<file path="src/rtl/spi_reg_responder_pkg.sv">
// spi_reg_responder_pkg
//   Shared frame geometry and FSM state encoding for the SPI register
//   responder (spi_reg_responder) and its input synchroniser.
package spi_reg_responder_pkg;

   localparam int CMD_BITS    = 8;
   localparam int DATA_BITS   = 32;
   localparam int ADDR_BITS   = 7;
   localparam int RD_FLAG_BIT = 7;
   localparam int CNT_BITS    = $clog2(DATA_BITS + 1);

   localparam logic [1:0] ST_IDLE = 2'd0;
   localparam logic [1:0] ST_CMD  = 2'd1;
   localparam logic [1:0] ST_DATA = 2'd2;
   localparam logic [1:0] ST_DONE = 2'd3;

endpackage

</file>
<file path="src/rtl/spi_reg_responder_sync.sv">
// spi_input_sync
//   Multi-flop synchroniser for one asynchronous SPI line, followed by a
//   history flop for edge detection. All flops preset to IDLE_VAL so that
//   leaving reset does not fabricate an edge on an idle bus.
// Ports:
//   s_axi_aclk    in   system clock
//   s_axi_aresetn in   synchronous reset, active low
//   din           in   asynchronous line
//   level         out  synchronised level
//   rise / fall   out  single-cycle edge flags
module spi_input_sync #(
   parameter int   SYNC_STAGES = 2,
   parameter logic IDLE_VAL    = 1'b0
) (
   input  logic s_axi_aclk,
   input  logic s_axi_aresetn,
   input  logic din,
   output logic level,
   output logic rise,
   output logic fall
);

   logic [SYNC_STAGES-1:0] sync_q;
   logic                   hist_q;

   always_ff @(posedge s_axi_aclk) begin
      if (!s_axi_aresetn) begin
         sync_q <= {SYNC_STAGES{IDLE_VAL}};
         hist_q <= IDLE_VAL;
      end else begin
         sync_q <= {sync_q[SYNC_STAGES-2:0], din};
         hist_q <= sync_q[SYNC_STAGES-1];
      end
   end

   assign level = sync_q[SYNC_STAGES-1];
   assign rise  = level & ~hist_q;
   assign fall  = ~level & hist_q;

endmodule

</file>
<file path="src/rtl/spi_reg_responder.sv">
// spi_reg_responder
//   SPI mode-0 target, MSB first. Frame = command byte (bit7 = read,
//   bits6:0 = address) then 32 data bits. SCK/CSB/MOSI are oversampled in
//   the s_axi_aclk domain and decoded into one-cycle register strobes.
//   Build option: SPI_REG_RESPONDER_BURST_EN makes the data phase repeat
//   word after word with an auto-incrementing (wrapping) address.
// Ports:
//   s_axi_aclk, s_axi_aresetn  clock, synchronous active-low reset
//   SCK, CSB, MOSI             asynchronous SPI inputs
//   MISO                       serial read data
//   reg_addr                   address of the current frame / word
//   reg_wdata, reg_wstrobe     write data and one-cycle write pulse
//   reg_rstrobe                one-cycle read request
//   reg_rdata                  read data, sampled 1 cycle after reg_rstrobe
//
// state | meaning
// IDLE  | bus deselected, waiting for CSB fall
// CMD   | shifting in the command byte
// DATA  | shifting data in (RX) and out (TX)
// DONE  | word complete, extra SCK edges ignored, MISO held 0
module spi_reg_responder
   import spi_reg_responder_pkg::*;
#(
   parameter int    SYNC_STAGES = 2,
   parameter string DEBUG       = "false"
) (
   input  logic                 s_axi_aclk,
   input  logic                 s_axi_aresetn,
   (* MARK_DEBUG = DEBUG *) input  logic SCK,
   (* MARK_DEBUG = DEBUG *) input  logic CSB,
   (* MARK_DEBUG = DEBUG *) input  logic MOSI,
   (* MARK_DEBUG = DEBUG *) output logic MISO,
   output logic [ADDR_BITS-1:0] reg_addr,
   output logic [DATA_BITS-1:0] reg_wdata,
   output logic                 reg_wstrobe,
   output logic                 reg_rstrobe,
   input  logic [DATA_BITS-1:0] reg_rdata
);

   logic sck_rise, sck_fall, sck_s_unused;
   logic csb_rise, csb_fall, csb_s_unused;
   logic mosi_s, mosi_rise_unused, mosi_fall_unused;

   spi_input_sync #(.SYNC_STAGES(SYNC_STAGES), .IDLE_VAL(1'b0)) u_sync_sck (
      .s_axi_aclk(s_axi_aclk), .s_axi_aresetn(s_axi_aresetn), .din(SCK),
      .level(sck_s_unused), .rise(sck_rise), .fall(sck_fall)
   );

   spi_input_sync #(.SYNC_STAGES(SYNC_STAGES), .IDLE_VAL(1'b1)) u_sync_csb (
      .s_axi_aclk(s_axi_aclk), .s_axi_aresetn(s_axi_aresetn), .din(CSB),
      .level(csb_s_unused), .rise(csb_rise), .fall(csb_fall)
   );

   spi_input_sync #(.SYNC_STAGES(SYNC_STAGES), .IDLE_VAL(1'b0)) u_sync_mosi (
      .s_axi_aclk(s_axi_aclk), .s_axi_aresetn(s_axi_aresetn), .din(MOSI),
      .level(mosi_s), .rise(mosi_rise_unused), .fall(mosi_fall_unused)
   );

   (* MARK_DEBUG = DEBUG *) logic [1:0] state;
   logic [CNT_BITS-1:0]    bit_cnt;
   logic [CMD_BITS-2:0]    cmd_q;
   logic [DATA_BITS-2:0]   rx_q;
   logic [DATA_BITS-1:0]   tx_q;
   logic                   is_rd;
   logic                   rd_cap;

   // Shift registers hold all but the newest bit; the bit arriving on the
   // completing rise is appended here so the full word is usable that cycle.
   logic [CMD_BITS-1:0]  cmd_next;
   logic [DATA_BITS-1:0] rx_next;
   assign cmd_next = {cmd_q, mosi_s};
   assign rx_next  = {rx_q, mosi_s};

   always_ff @(posedge s_axi_aclk) begin
      if (!s_axi_aresetn) begin
         state       <= ST_IDLE;
         bit_cnt     <= '0;
         cmd_q       <= '0;
         rx_q        <= '0;
         tx_q        <= '0;
         is_rd       <= 1'b0;
         rd_cap      <= 1'b0;
         MISO        <= 1'b0;
         reg_addr    <= '0;
         reg_wdata   <= '0;
         reg_wstrobe <= 1'b0;
         reg_rstrobe <= 1'b0;
      end else begin
         reg_wstrobe <= 1'b0;
         reg_rstrobe <= 1'b0;
         // Read data is valid the cycle after the strobe; load it then.
         rd_cap      <= reg_rstrobe;
         if (rd_cap)
            tx_q <= reg_rdata;
`ifdef SPI_REG_RESPONDER_BURST_EN
         // Advance after the write strobe so the strobe still carries
         // the address of the word just written.
         if (reg_wstrobe)
            reg_addr <= reg_addr + 1'b1;
`endif
         // CSB events take priority and swallow any coincident SCK edge.
         if (csb_rise) begin
            state <= ST_IDLE;
            MISO  <= 1'b0;
         end else if (csb_fall) begin
            state   <= ST_CMD;
            bit_cnt <= '0;
            MISO    <= 1'b0;
         end else begin
            case (state)
               ST_CMD: begin
                  if (sck_rise) begin
                     cmd_q <= cmd_next[CMD_BITS-2:0];
                     if (bit_cnt == CNT_BITS'(CMD_BITS - 1)) begin
                        reg_addr    <= cmd_next[ADDR_BITS-1:0];
                        is_rd       <= cmd_next[RD_FLAG_BIT];
                        reg_rstrobe <= cmd_next[RD_FLAG_BIT];
                        bit_cnt     <= '0;
                        state       <= ST_DATA;
                     end else begin
                        bit_cnt <= bit_cnt + 1'b1;
                     end
                  end
               end
               ST_DATA: begin
                  if (sck_rise) begin
                     rx_q <= rx_next[DATA_BITS-2:0];
                     if (bit_cnt == CNT_BITS'(DATA_BITS - 1)) begin
                        bit_cnt <= '0;
                        if (!is_rd) begin
                           reg_wdata   <= rx_next;
                           reg_wstrobe <= 1'b1;
                        end
`ifdef SPI_REG_RESPONDER_BURST_EN
                        if (is_rd) begin
                           reg_addr    <= reg_addr + 1'b1;
                           reg_rstrobe <= 1'b1;
                        end
`else
                        state <= ST_DONE;
`endif
                     end else begin
                        bit_cnt <= bit_cnt + 1'b1;
                     end
                  end else if (sck_fall) begin
                     if (is_rd)
                        MISO <= tx_q[DATA_BITS-1];
                     tx_q <= {tx_q[DATA_BITS-2:0], 1'b0};
                  end
               end
               ST_DONE: MISO <= 1'b0;
               default: ;
            endcase
         end
      end
   end

endmodule
</file>
<file path="config.mk">
export PLATFORM = sky130hd
export DESIGN_NAME = spi_reg_responder
export DESIGN_NICKNAME = d
export VERILOG_FILES = /design/src/rtl/spi_reg_responder_pkg.sv /design/src/rtl/spi_reg_responder_sync.sv /design/src/rtl/spi_reg_responder.sv
export SDC_FILE = /design/constraint.sdc
export NUM_CORES = 1
export LEC_CHECK = 0
export CAP_MARGIN = 10
export CORE_UTILIZATION = 49
export DETAILED_ROUTE_END_ITERATION = 7
export PLACE_DENSITY_LB_ADDON = 0.08
export SYNTH_ARGS = -nofsm -noshare
export SYNTH_HDL_FRONTEND = slang
export SYNTH_SLANG_ARGS = --single-unit
</file>
<file path="constraint.sdc">
create_clock -name s_axi_aclk -period 2 [get_ports s_axi_aclk]
set_input_delay 0.4 -clock s_axi_aclk [delete_from_list [all_inputs] [get_ports s_axi_aclk]]
set_output_delay 0.4 -clock s_axi_aclk [all_outputs]
set_load 0.01 [all_outputs]
</file>
; ---- Word level (Yosys, flattened, before mapping)
; Cells that the tools add are included.
[totals]
word_cells = 90
output_inout_bits = 42
inputBits = 37
ff_bits = 130
[op_classes]
bitwise = 17
n_reduce_logical = 15
addsub = 1
muxes = 23
eq_ne = 16
[op_table]
columns = operator, count
row1 = $mux W32, 6
row2 = $mux W6, 5
row3 = $reduce_and A4 Y1, 4
row4 = $reduce_and A5 Y1, 3
row5 = $ne A2 B2 Y1 const B, 7
row6 = $not A1 Y1, 13
row7 = $ne A3 B3 Y1 const B, 4
row8 = $pmux W6 S2, 1
row9 = $reduce_or A6 Y1, 2
row10 = $mux W2, 4
row11 = $add A6 B1 Y6 const B, 1
row12 = $eq A6 B3 Y1 const B, 1
row13 = $eq A6 B5 Y1 const B, 1
row14 = $reduce_and A6 Y1, 1
row15 = $mux W1, 5
row16 = $and A1 B1 Y1, 4
row17 = $eq A2 B2 Y1 const B, 2
row18 = $pmux W2 S2, 1
row19 = $reduce_bool A2 Y1, 2
row20 = $reduce_bool A3 Y1, 1
row21 = $reduce_or A3 Y1, 1
row22 = $eq A2 B1 Y1 const B, 1
row23 = $pmux W1 S2, 1
row24 = $reduce_or A2 Y1, 1

; ---- Logic depth before layout (Yosys ltp)
; Gate-level depths: netlist of run 1.
[logic_depth]
word_depth = 7
mapped_depth = 9
depth_no_buf = 6

; ---- Modules after synthesis
; Synthesis of run 1 repeated with hierarchy kept, for this count alone.
[unflattened]
cells_unflattened = 568
hier_area_um2 = 5151.2
[by_module_without_submodules]
columns = mod, cells_each, n_inst, seq_area_each_um2, area_per_inst_um2
row1 = spi_reg_responder, 544, 1, 2442.3, 4877.2
row2 = spi_input_sync, 8, 3, 60.1, 91.3

; ---- Least setup slack after synthesis of run 1
; OpenSTA, ideal clock, no wires.
[synth_path]
path_type = register to register
start = reg u_sync_csb.sync_q[1]
end = reg reg_wdata[0]
path_buffers = 1
path_slack_ns = -0.149
arrival_ns = 2.082
t_required_ns = 1.933
period_less_slack_ns = 2.149
setup_ns = 0.067
stages_incl_launch_ff = 8
path_cell_list = dfxtp_1 -> inv_1 -> ha_1 -> or4b_4 -> nor4_4 -> buf_6 -> nand3_1 -> o21ai_2
[synth_between]
elab_chain_cells = 4
word_cells_on_any_way = 6
classes_between = 5 x bitwise / 1 x reduce/logical
[synth_rtl]
columns = item, line_no
row1 = "start, declared", spi_reg_responder_sync.sv:23  ; logic [SYNC_STAGES-1:0] sync_q;
row2 = "start signal, assigned", spi_reg_responder_sync.sv:28  ; sync_q <= {SYNC_STAGES{IDLE_VAL}};
row3 = "start signal, assigned", spi_reg_responder_sync.sv:31  ; sync_q <= {sync_q[SYNC_STAGES-2:0], din};
row4 = $not A1 Y1, spi_reg_responder_sync.sv:38  ; assign fall = ~level & hist_q;
row5 = $and A1 B1 Y1, spi_reg_responder_sync.sv:38
row6 = $not A1 Y1 (no source line), --
row7 = $reduce_and A6 Y1 (no source line) (*), --
row8 = "end signal, assigned", spi_reg_responder.sv:131  ; reg_wdata <= rx_next;
row9 = "end, declared", spi_reg_responder.sv:34  ; output logic [DATA_BITS-1:0] reg_wdata,
; Mark *: on every way between the ends. The rest lies on a longest branch, timed or not.
; A chain may end at the register's enable or synchronous reset.

; ---- Worst setup path after layout of run 1
[layout_path]
start = reg u_sync_csb.hist_q
end = reg reg_wdata[30]
[layout_between]
elab_chain_cells = 4
word_cells_on_any_way = 6
classes_between = 5 x bitwise / 1 x reduce/logical
[layout_rtl]
columns = item, line_no
row1 = "start, declared", spi_reg_responder_sync.sv:24  ; logic hist_q;
row2 = "start signal, assigned", spi_reg_responder_sync.sv:32  ; hist_q <= sync_q[SYNC_STAGES-1];
row3 = $not A1 Y1, spi_reg_responder_sync.sv:37  ; assign rise = level & ~hist_q;
row4 = $and A1 B1 Y1, spi_reg_responder_sync.sv:37
row5 = $not A1 Y1 (no source line), --
row6 = $reduce_and A6 Y1 (no source line) (*), --
; Marked as above.

==> results of run 1 <==
cell usage in the layout (no fill, tap or decap), drive strengths merged, types with 5 or more instances in the layout:
| cell type | count |
|---|---|
| buf | 19 |
| nand2b | 5 |
| clkdlybuf4s50 | 77 |
| o21ai | 37 |
| nand3 | 42 |
| nor2b | 19 |
| dfxtp | 130 |
| a21boi | 33 |
| clkbuf | 19 |
| o211a | 31 |
| and2 | 9 |
| inv | 7 |
| nor2 | 5 |
| clkinv | 7 |
| nand2 | 135 |
| mux2i | 46 |
power breakdown:
group          internal, mW  switching, mW
Sequential             2.60        0.00658
Combinational        0.0984         0.0742
Clock                  1.91           1.16
Total                  4.60           1.24
through the flow:
stage	TNS, ps	utilization
final	0	0.662
after global routing	-363	0.662
after CTS	0	0.652
after detailed placement	0	0.595
after global placement	0	0.595
after floorplan	0	-
kinds of logic after synthesis:
logic type,count (synthesis),synth area share
AO/OA/AOI/OAI,114,0.165
XOR/XNOR,1,0.00165
adder cells (fa/ha/maj),3,0.00707
buffers and inverters,49,0.0445
flip-flops,130,0.490
multiplexers,47,0.0889
AND/OR/NAND/NOR,231,0.202
critical path, cell delays in order (launching register included):
cell and delay, ps:
dfxtp_2 330, inv_1 40, ha_2 170, or4b_4 560, nor4_4 230, buf_6 190
buf_8 180, nand3_1 110, o21ai_2 80
routing by layer:
| layer | up-vias | GRT usage |
|---|---|---|
| met4 | 0 | 0.0794 |
| li1 | 2113 | - |
| met2 | 95 | 0.315 |
| met5 | - | 0 |
| met3 | 13 | 0.0552 |
| met1 | 1926 | 0.240 |
state kept, by name (all words and copies together), names as in the netlist, 2 cells and up:
name	count
u_sync_csb.sync_q	2
cmd_q	7
tx_q	32
state	2
reg_addr	7
reg_wdata	32
u_sync_sck.sync_q	2
u_sync_mosi.sync_q	2
bit_cnt	6
rx_q	31
cell type report:
cell class	instances	share of cell area
Sequential cell	130	0.378
Clock inverter	15	0.0263
Clock buffer	17	0.0600
Multi-Input combinational cell	396	0.360
Timing Repair Buffer	98	0.149
Inverter	4	0.00218
Tap cell	136	0.0247
repair_timing:
| item | in CTS | in global routing |
|---|---|---|
| hold buffers | 0 | 0 |
| endpoints found under the setup margin | 0 | 32 |
| buffers inserted | 0 | 2 |
| gates resized for setup | 0 | 13 |
path summary, 6_finish.rpt:
check,startpoint,end,cells past startpoint
worst min-delay path,s_axi_aresetn,reg_addr[2],2
worst max-delay path,u_sync_csb.hist_q,reg_wdata[30],8
worst min register to register,u_sync_sck.sync_q[0],u_sync_sck.sync_q[1],1
worst max register to register,u_sync_csb.hist_q,reg_wdata[30],8
==> Flow_metrics.wiki, run 1 <==
{| class="wikitable"
! Metric !! Value
|-
| Dominant cell by count in the synthesized netlist || nand2_1
|-
| Cell types with the highest counts after synthesis || nand2_1 (135), dfxtp_1 (130), mux2i_1 (46), nand3_1 (42), clkbuf_1 (34)
|-
| Number of antenna violations at the first check in global routing || 0
|-
| Arrival time at the worst endpoint || about 2400 ps
|-
| Number of distinct library cell variants in the gate-level netlist after synthesis || 45
|-
| Relative slew slack || 0.577
|-
| Die Area || roughly 11000 µm²
|-
| Antenna-violating nets left || 0
|-
| Synth Cell Area || about 5300 µm²
|-
| Yosys top cell area share || 0.490
|-
| First-pass GRT wire length || ~17000 µm
|-
| Number of filler instances in the final layout || 862
|-
| Clock tree root buffer cell || clkbuf_8
|-
| Clock tree from TritonCTS || yes
|-
| Number of sinks on the clock net || 130
|-
| Yosys warning total || 0
|-
| DR vias || 4147
|-
| Initial cell density of the core || 0.510
|-
| Detailed-route wire length on metal 1 || around 5000 µm
|-
| Initial DRC count || ~210
|-
| Flop2flop setup slack || 50 ps
|-
| H-tree Lvls || 4
|-
| Routed wire length on met3 || 504 µm
|-
| Worst-Skew Late Latency || approximately 520 ps
|-
| Antenna diode count || 0
|-
| Aggregate global routing overflow || 0
|-
| Die boundary height || 106 µm
|-
| Highest fanout seen on the critical path || 16
|-
| Post-Syn Area per Cell || about 9.2 µm²
|-
| Detail Route met2 WL || approximately 5500 µm
|-
| Num ports || 79
|-
| Dominant cells by area after synthesis || dfxtp_1 (49%), nand2_1 (9.5%), mux2i_1 (8.7%)
|-
| Max-cap violation count || 0
|-
| Proportion of register bits with asynchronous set or reset after synthesis || 0
|-
| Dominant register cell in the synthesized netlist || dfxtp_1
|-
| DPL Wire Length || 6690 µm
|-
| Synthesized netlist cell count || 575
|-
| Max Fclk || approximately 510 MHz
|-
| Setup slack of the critical path after layout || about 50 ps
|-
| Maximum number of buffers from clock root to sink || 2
|-
| Area of the multi-input gates || 2480 µm²
|-
| Required arrival time at the worst endpoint || between 2000 and 2500 ps
|-
| Count of endpoints failing setup in the final report || 0
|-
| Via count normalized by instance count || between 5 and 6
|-
| Setup repair after global routing missed its margin || yes
|-
| Post-Syn Nets || a little over 600
|-
| Top layer used by detailed routing || met4
|-
| Tightest hold margin || 251 ps
|-
| Instance area at placement || between 6000 and 7000 µm²
|-
| Clock-pin slew on the worst setup and hold paths || 60 ps
|-
| Peak supply drop || roughly 0.46 mV
|-
| Worst Hold Class || input pin to flip-flop
|-
| Final design area excluding fillers || about 7000 µm²
|-
| DIE WIDTH || 106 µm
|-
| Final number of hold-violating endpoints || 0
|-
| Category of the worst setup path capture point || flip-flop
|-
| Worst Setup Path Type || flip-flop to flip-flop
|-
| Via count of the first global-routing pass || approximately 3800
|-
| Dominant cell type by area after synthesis || dfxtp_1
|-
| Wirelength, routed || 11100 µm
|-
| Combined global-route utilization of all metal layers || 0.193
|-
| Flip-flop and latch count after synthesis || between 100 and 150
|-
| Post-synth EDFFs || 0
|-
| Port Buffer Count || between 70 and 80
|-
| First-pass detailed-route iteration total || 4
|-
| Number of buffers inserted during clock tree synthesis || 17
|-
| Cell Count, Final, Fillers Out || about 800
|-
| Pleak || about 2.8 nW
|-
| Routed len/inst || around 14 µm
|-
| Worst-case clock skew || around 9.7 ps
|-
| Placeable Area || approximately 10000 µm²
|-
| Critical Path Source Type || flip-flop
|-
| Share of layout cells above drive strength 1 || 0.114
|-
| Layout area overhead || 30.0%
|-
| GPL Wtd Cong || 0.839
|-
| Storage element area || between 2000 and 3000 µm²
|-
| Post-synthesis sequential area ratio || 0.490
|-
| Placed Cells incl. Taps || 758
|-
| Row Count || 37
|-
| Measured slew at the worst slew-check pin || about 630 ps
|-
| Pwr dens || 846 nW/µm²
|-
| Final period demand of the worst path || between 1500 and 2000 ps
|-
| Final #Nets || around 690
|-
| Pre-CTS WS || ~44 ps
|-
| Part of the cycle the worst path needs || 0.975
|-
| # DRC || 0
|-
| Run status || finished clean
|-
| Pin count of the biggest net entering global routing || roughly 110
|-
| Final max-slew violation count || 0
|-
| Total power of the final layout || approximately 6 mW
|}
No activity file was read; power rests on OpenSTA's default activity.
==> run 2: changes to the inputs <==
--- a/config.mk
+++ b/config.mk
@@ -5,8 +5,10 @@
 export SDC_FILE = /design/constraint.sdc
 export NUM_CORES = 1
 export LEC_CHECK = 0
+export ABC_CLOCK_PERIOD_IN_PS = 2000
 export CAP_MARGIN = 10
 export CORE_UTILIZATION = 49
+export CTS_CLUSTER_SIZE = 24
 export DETAILED_ROUTE_END_ITERATION = 7
 export PLACE_DENSITY_LB_ADDON = 0.08
 export SYNTH_ARGS = -nofsm -noshare
==> results of run 2 <==
No change in the layout: final DEF, timing and power equal those of run 1.
==> RTL change (flow settings as in run 2) <==
Put one more register stage on the output `reg_wdata`, cleared by the reset. The value now appears one clock later. The other outputs are not delayed to match. Comments in the files are not updated.
--- a/src/rtl/spi_reg_responder.sv
+++ b/src/rtl/spi_reg_responder.sv
@@ -36,6 +36,8 @@
    output logic                 reg_rstrobe,
    input  logic [DATA_BITS-1:0] reg_rdata
 );
+
+   logic [DATA_BITS-1:0] reg_wdata_s0;
 
    logic sck_rise, sck_fall, sck_s_unused;
    logic csb_rise, csb_fall, csb_s_unused;
@@ -82,7 +84,7 @@
          rd_cap      <= 1'b0;
          MISO        <= 1'b0;
          reg_addr    <= '0;
-         reg_wdata   <= '0;
+         reg_wdata_s0 <= '0;
          reg_wstrobe <= 1'b0;
          reg_rstrobe <= 1'b0;
       end else begin
@@ -128,7 +130,7 @@
                      if (bit_cnt == CNT_BITS'(DATA_BITS - 1)) begin
                         bit_cnt <= '0;
                         if (!is_rd) begin
-                           reg_wdata   <= rx_next;
+                           reg_wdata_s0 <= rx_next;
                            reg_wstrobe <= 1'b1;
                         end
 `ifdef SPI_REG_RESPONDER_BURST_EN
@@ -155,4 +157,12 @@
       end
    end
 
+   always_ff @(posedge s_axi_aclk) begin
+      if (!s_axi_aresetn) begin
+         reg_wdata <= '0;
+      end else begin
+         reg_wdata <= reg_wdata_s0;
+      end
+   end
+
 endmodule
Behaviour: same outputs for any inputs over 4 cycles, from zero or initial values and one cycle with s_axi_aresetn low; that may be too few to reach the edited logic, so the function may still have changed.
==> RTL change against run 2 <==
- area after synthesis is 16% higher
- wire length shrank 1.6%
- clock skew down 3.2 ps
- power rose by 15%
- cell area up 12%
- sequential cell count grew 32
- setup slack gained 110 ps
- largest cell class unchanged
==> RTL change: results (changes against run 2) <==
* Multiplexer share of the synthesized area at 12.83% (+3.9 points)
* Leak at 3.401 nW (+20%)
* Worst slack at placement at 180.8 ps (+136.8 ps)
* Synth area leaders: dfxtp_1 (53%), mux2i_1 (13%), nand2_1 (10%)
* Distinct cells, synth at 44 (-2.2%)
* Routed WL at 10940 um (-1.6%)
* Final hold slack at 375.5 ps (+124.6 ps)
* Overall power at 6.731 mW (+15%)
* Crit-path max FO at 32 (+16)
* Average vias per placed instance at 4.941 (-5.2%)
* Worst vdd ir at 0.4374 mV (-5.7%)
* Post-Synth Adder-Cell Area at 0.6080% (-0.099 points)
* Sw Ratio at 19.53% (-1.6 points)
* Synthesized Nets at 679 (+10%)
* GRT Total Usage at 18.04% (-1.3 points)
* Max incr delay on CP at 330 ps (-230 ps)
* Layout cell share with drive strength beyond 1 at 6.882% (-4.5 points)
* Final worst slack at 158.7 ps (+109.1 ps)
* Rel. slew slack at 72.35% (+15 points)
* Final #Nets at 741 (+7.9%)
* Clock Tree Root: clkbuf_16
* DP Area at 7091 um2 (+14%)
* Drt first pass iters at 6 (+2)
* Hold Path End: u_sync_csb.hist_q$_SDFF_PN1_
* Setup crit start: u_sync_csb.hist_q$_SDFF_PN1_
* Vias in the first global route at 4129 (+8.6%)
* Slowest CP cell: dfxtp_1
* WP data arrival at 2180 ps (-220 ps)
* Synthesized area per cell at 9.661 um2 (+4.6%)
* Synth top cells by count: nand2_1 (167), dfxtp_1 (162), mux2i_1 (78), inv_1 (36), o211a_1 (31)
* DP Wirelength at 6994 um (+4.5%)
* Via count at 4348 (+4.8%)
* Global-route wire length before repair at 18540 um (+6.3%)
* Largest net degree at the start of global routing at 75 (-31%)
* Status: finished clean
* Biggest regs: reg_wdata x32, reg_wdata_s0 x32, tx_q x32
* XOR/XNOR share of the synthesized area at 0.1419% (-0.023 points)
* Seq/Total Area, Yosys at 52.53% (+3.5 points)
* Synth Area in Compound Gates at 11.11% (-5.4 points)
* Post-Place Cells at 850 (+12%)
* Clock Latency Late Sink at 420 ps (-100 ps)
-- RTL change: changes by cell type in the layout (fill, tap and decap cells not counted), sizes merged, moves of 2 or more --
cell,delta
buf,-8
nand2,+33
inv,+29
mux2i,+32
clkinv,-4
dfxtp,+32
nand3,-33
o211ai,+2
o21ai,-33
clkbuf,+3
-- RTL change: per-layer routing --
| metal | part of all wire, % | global-route usage [%] | vias up |
|---|---|---|---|
| met5 | 0 | 0 | - |
| met4 | 1.7 | 8.312 | 0 |
| met3 | 3.0 | 4.764 | 14 |
| met2 | 48 | 30.91 | 74 |
| met1 | 47 | 21.09 | 2025 |
| li1 | - | - | 2235 |
-- RTL change: final cells by class --
cell class,count,area [um2]
Multi-Input combinational cell,396,2572
Fill cell,1051,4459
Tap cell,168,210.2
Timing Repair Buffer,88,928.4
Clock inverter,8,127.6
Clock buffer,22,484.2
Inverter,36,135.1
Sequential cell,162,3244
